### src/rtl/rk8e_data_break.sv
// RK8-E data-break engine: steals one memory cycle from the CPU per controller request.
// Optional DB_WATCHDOG_EN adds a grant watchdog with a sticky break_err.
module rk8e_data_break #(
    parameter int MEM_RD_LAT  = 1,
    parameter int GNT_TIMEOUT = 4095
) (
    input  logic        clk,
    input  logic        reset_n,
    input  logic        clear,
    input  logic        data_break,
    input  logic        to_disk,
    input  logic [0:14] dmaAddr,
    input  logic [0:11] dmaDOUT,
    input  logic        cpu_break_ok,
    output logic        break_req,
    output logic        break_in_prog,
    output logic        db1,
    output logic [0:14] mem_addr,
    output logic [0:11] mem_wdata,
    output logic        mem_we,
    output logic        mem_re,
    input  logic [0:11] mem_rdata,
    output logic [0:11] dmaDIN,
    output logic        break_err
);

    typedef enum logic [2:0] {
        S_IDLE = 3'd0,
        S_REQ  = 3'd1,
        S_DB1  = 3'd2,
        S_DB2  = 3'd3,
        S_DB3  = 3'd4
    } state_t;

    generate
        if (MEM_RD_LAT < 1 || MEM_RD_LAT > 7 || GNT_TIMEOUT < 1 || GNT_TIMEOUT > 4095) begin : g_bad_param
            $error("rk8e_data_break: parameter out of range");
        end
    endgenerate

    state_t      r_state;
    state_t      w_next;
    logic        w_grant;
    logic        w_timeout;
    logic [0:14] r_addr;
    logic [0:11] r_data;
    logic        r_dir;
    logic [2:0]  r_lat;
    logic [0:11] r_din;

    always_comb begin
        w_next  = r_state;
        w_grant = 1'b0;
        case (r_state)
            S_IDLE: if (data_break && !clear) w_next = S_REQ;
            S_REQ: begin
                if (clear) begin
                    w_next = S_IDLE;
                end else if (cpu_break_ok) begin
                    w_next  = S_DB1;
                    w_grant = 1'b1;
                end else if (w_timeout) begin
                    w_next = S_IDLE;
                end
            end
            // clear is deliberately ignored once memory is owned
            S_DB1:   w_next = r_dir ? S_DB2 : S_DB3;
            S_DB2:   if (r_lat == 3'd0) w_next = S_DB3;
            S_DB3:   w_next = S_IDLE;
            default: w_next = S_IDLE;
        endcase
    end

    always_ff @(posedge clk) begin
        if (!reset_n) begin
            r_state <= S_IDLE;
            r_addr  <= '0;
            r_data  <= '0;
            r_dir   <= 1'b0;
            r_lat   <= '0;
            r_din   <= '0;
        end else begin
            r_state <= w_next;
            if (w_grant) begin
                r_addr <= dmaAddr;
                r_data <= dmaDOUT;
                r_dir  <= to_disk;
            end
            // r_lat counts remaining DB2 clocks before mem_rdata is valid
            if (r_state == S_DB1) begin
                r_lat <= 3'(MEM_RD_LAT - 1);
            end else if (r_state == S_DB2 && r_lat != 3'd0) begin
                r_lat <= r_lat - 3'd1;
            end
            if (r_state == S_DB2 && r_lat == 3'd0) r_din <= mem_rdata;
        end
    end

`ifdef DB_WATCHDOG_EN
    logic [11:0] r_wdog;
    logic        r_err;

    assign w_timeout = (r_state == S_REQ) && (r_wdog == 12'(GNT_TIMEOUT - 1));

    always_ff @(posedge clk) begin
        if (!reset_n) begin
            r_wdog <= '0;
            r_err  <= 1'b0;
        end else begin
            r_wdog <= (r_state == S_REQ && w_next == S_REQ) ? r_wdog + 12'd1 : 12'd0;
            if (r_state == S_REQ && !clear && !cpu_break_ok && w_timeout) r_err <= 1'b1;
        end
    end

    assign break_err = r_err;
`else
    assign w_timeout = 1'b0;
    assign break_err = 1'b0;
`endif

    assign break_req     = (r_state == S_REQ);
    assign break_in_prog = (r_state == S_DB1) || (r_state == S_DB2) || (r_state == S_DB3);
    assign db1           = (r_state == S_DB1);
    assign mem_we        = (r_state == S_DB1) && !r_dir;
    assign mem_re        = (r_state == S_DB1) && r_dir;
    assign mem_addr      = r_addr;
    assign mem_wdata     = r_data;
    assign dmaDIN        = r_din;

endmodule
### config.mk
export PLATFORM = sky130hd
export DESIGN_NAME = rk8e_data_break
export DESIGN_NICKNAME = d
export VERILOG_FILES = /design/src/rtl/rk8e_data_break.sv
export SDC_FILE = /design/constraint.sdc
export NUM_CORES = 1
export LEC_CHECK = 0
export ABC_AREA = 1
export BUFFER_PORTS_ARGS = -buffer_cell sky130_fd_sc_hd__clkbuf_2
export CORE_ASPECT_RATIO = 1.2
export CORE_MARGIN = 5
export CORE_UTILIZATION = 49
export DETAILED_ROUTE_END_ITERATION = 16
export GPL_ROUTABILITY_DRIVEN = 0
export GPL_TIMING_DRIVEN = 0
export PLACE_DENSITY = 0.93
export RECOVER_POWER = 25
export SLEW_MARGIN = 10
export SYNTH_ARGS = -nofsm -noshare
export SYNTH_HDL_FRONTEND = slang
export SYNTH_SLANG_ARGS = --single-unit
export TNS_END_PERCENT = 50
### constraint.sdc
create_clock -name clk -period 2.5 [get_ports clk]
set_input_delay 0.5 -clock clk [delete_from_list [all_inputs] [get_ports clk]]
set_output_delay 0.5 -clock clk [all_outputs]
set_load 0.02 [all_outputs]
# Word level (Yosys, flattened, before mapping)
# Cells that the tools add are included.
# word_totals
ff_bits,46
input_bits,45
word_cells,38
out_inout_bits,45
# classes
addsub,1
n_eq_ne,7
bitwise,1
mux,9
n_reduce_logical,14
# ops
cell,count
$mux 3,5
$pmux 3 s4,1
$eq 3x2->1 const B,2
$logic_not 3->1,2
$logic_and 1x1->1,5
$ne 2x2->1 const B,2
$eq 3x1->1 const B,1
$eq 3x3->1 const B,1
$mux 1,3
$ne 3x3->1 const B,1
$reduce_and 3->1,1
$reduce_bool 3->1,1
$sub 3x1->3 const B,1
$logic_not 1->1,2
$logic_or 1x1->1,2
$reduce_or 2->1,1
$not 1->1,1

# Longest topological paths before layout
# depth
depth_word,4
depth_mapped,9
depth_no_buf,9

# Worst setup path after synthesis
# No wires, ideal clock.
# synth_timing
path_type,reg-to-output
start,reg r_state[1]
end,out mem_we
n_path_buf,0
path_slack_ns,0.948
arrival_ns,1.052
stages_incl_launch_ff,5
cell_sequence,dfxtp_1 > inv_1 > nor2_1 > nand2_1 > nor2_1
# synth_via
elab_chain_len,2
# synth_rtl
item,line,source
"start, declared",41,state_t r_state;
"start signal, assigned",83,r_state <= w_next;
$eq 3x2->1,124,assign mem_we = (r_state == S_DB1) && !r_dir;
$logic_and 1x1->1,124,
"end, declared",20,"output logic mem_we,"
# No other way between the ends.

# Worst setup path after layout
# layout_timing
start,reg r_state[2]
end,out mem_we
# The elaborated chain is that of the path after synthesis.

==> flow_summary_export.csv <==
group,metric,value,unit
logic_synthesis,avgSynthCellArea,7.62,sq um
critical_path,slowest_stage,"dfxtp_1",
logic_synthesis,synth_top_area_share,49.7,%
clock_network,cts_max_level,2,
timing,period_share,81.3,%
logic_synthesis,ys.flop_type,"dfxtp_1",
drt,vias,1842,
place,dp_slack,0.803,ns
critical_path,path_delay_family,"simple AND/OR/NAND/NOR gates",
critical_path,worst-setup-path-type,"reg -> out",
timing,fin_skew,0.00460,ns
clock_network,path_clk_slew,0.08,ns
timing,period_needed,2.03,ns
global_routing,antenna_found_initial,0,
floorplanning,row_count,24,
logic_synthesis,synth-edff-count,0,
critical_path,critPathRequiredTime,2.00,ns
cells_and_area,antenna_cells,0,
logic_synthesis,ys_seq_area_share,49.7,%
clock_network,post_cts_buffers,0,
logic_synthesis,syn-cell-area,0.00185,sq mm
power_and_ir_drop,power.density,854,mW/mm^2
floorplanning,start_util,51.0,%
critical_path,cpMostUsedCell,"nor2_1",
clock_network,clkLatencyLatePin,0.30,ns
drt,ant_nets,0,
logic_synthesis,yosys.cell_count.top_type,"nor2_1",
logic_synthesis,yosysTopAreaCell,"dfxtp_1",
place,post_dp_cell_area,0.00236,sq mm
clock_network,cts.root.buffer_cell,"clkbuf_8",
global_routing,grt_usage,17.8,%
logic_synthesis,syn_inst,243,
logic_synthesis,synth_cell_types,22,
timing,setup_ws,0.467,ns
global_routing,grt_start_max_net_pins,15,
drt,wl_per_cell,11.1,microns
critical_path,path_max_fanout,8,
cells_and_area,syn_to_final_growth,29.7,%
place,numPortBuffers,88,
critical_path,end_kind,"output pin",
global_routing,grt_pass1_vias,1703,
timing,tns,0,ns
status,status,"complete, no violations",
clock_network,cts_tree,"done",
timing,rsz0062_at_grt,"no",
timing,drv_slew,0,
logic_synthesis,syn-num-nets,290,
cells_and_area,postLayoutCellArea,0.00240,sq mm
drt,post-route-drc-count,0,
clock_network,cts_sinks,46,
critical_path,worst-path-buf-inv,2,
clock_network,holdBufCountCts,0,
global_routing,grt_first_pass_wirelength,7180,microns
timing,finalSetupViolCount,0,
floorplanning,core_area,0.00363,sq mm
drt,viasPerCell,4.71,
job,max_cap_viol_count,0,
power_and_ir_drop,finalPower,2.05,mW
cells_and_area,post-route-util,66.1,%
critical_path,slowest_delay,0.30,ns
clock_network,cts_buffers,5,
critical_path,crit_path_start_kind,"register",
floorplanning,num_io_pins,90,
cells_and_area,nets,385,
drt,drt-initial-drc-count,76,
logic_synthesis,synth_seq_cells,46,
floorplanning,fp.dieW,66.1,microns
floorplanning,chipHeight,77.3,microns
floorplanning,fp.dieArea,0.00511,sq mm
min_path,hp-class,"in -> reg",
clock_network,clock_path_buffers,2,
power_and_ir_drop,ir_drop,0.000560,V
logic_synthesis,ys.warnings.count,0,
critical_path,r2r-start,"r_state[2]",
place,dp_hpwl,3460,microns
power_and_ir_drop,p_leak,1.11,nW
drt,firstDrtPassIters,4,
drt,wl,4360,microns
logic_synthesis,synth_area_leaders,"dfxtp_1 (50%), nor2_1 (13%), o21ai_0 (5.9%), nand2_1 (5.9%), nand3_1 (4.9%)",
global_routing,grt_overflow_total,0,
min_path,holdCritStartpoint,"dmaDOUT[3]",
cells_and_area,drive_gt1_share,28.6,%
clock_network,ctsResizeCount,0,
timing,timing.fmax,0.492,GHz
logic_synthesis,synth-async-reset-ratio,0,%
timing,hold_viol_final,0,
logic_synthesis,synth_commonest_cells,"nor2_1 (66), dfxtp_1 (46), nand2_1 (29)",
critical_path,path_cells,"clkbuf_1, nor2_1, nand2_1, nor2_1, clkbuf_2",
critical_path,startpoint,"r_state[2]",
critical_path,cp_data_arrival_time,1.53,ns
-- layer usage --
layer	up-vias	GRT usage (%)	share of wire, %
met4	0	9.15	1.7
li1	964	-	-
met1	798	19.5	40
met3	5	6.21	11
met5	-	0	0
met2	75	29.7	48
-- cell families after synthesis --
| family | after synthesis | synth area share, % |
|---|---|---|
| other cells | 1 | 0.203 |
| fa+ha+maj | 2 | 1.35 |
| simple gates | 121 | 28.2 |
| flops | 46 | 49.7 |
| compound gates | 44 | 11.9 |
| buf+inv | 29 | 8.58 |
-- final timing paths --
kind	slack [ns]	endpoint	cells after the start
worst max register to register	0.59	mem_addr[8]	7
worst min register to register	0.46	r_lat[1]	2
worst max-delay path	0.47	mem_we	5
worst min-delay path	0.45	mem_wdata[3]	3
-- tightest hold or removal path, delay by kind of cell --
kind            cells  cell delay (ns)
buf+inv             1             0.07
simple gates        1             0.07
compound gates      1             0.07
-- metrics by stage --
stage	std cells	hold slack [ns]
after floorplan	243	0.431
after global placement	383	0.441
after detailed placement	383	0.449
after CTS	391	0.427
after global routing	391	0.446
final	391	0.446
-- flip-flops by register name, summed over array words and instances (netlist names) --
name       cells
r_lat          3
dmaDIN        12
r_state        3
mem_wdata     12
mem_addr      15
r_dir          1
-- power breakdown --
group	internal, mW	switching, mW
registers	0.832	0.0640
logic	0.236	0.455
clock network	0.222	0.241
-- cell usage in the layout (no fill, tap or decap), drive strengths merged, types with 2 or more instances in the layout --
| cell | synthesis | routed |
|---|---|---|
| nor2 | 68 | 68 |
| ha | 2 | 2 |
| nand3 | 19 | 19 |
| nand2 | 30 | 30 |
| buf | 9 | 6 |
| nor3 | 3 | 3 |
| clkinv | 1 | 2 |
| inv | 14 | 14 |
| a21oi | 15 | 15 |
| o21ai | 29 | 29 |
| dfxtp | 46 | 46 |
| clkbuf | 5 | 102 |
-- area by class of cell --
type | instances | area [sq um]
sequential | 46 | 921
inverter | 15 | 56.3
buffer | 14 | 80.1
clock buffer | 6 | 82.6
clock inverter | 2 | 12.5
fill | 325 | 1230
timing repair buffer | 88 | 427
tap | 52 | 65.1
multi-input combinational | 168 | 758
No activity file was read; power rests on OpenSTA's default activity.
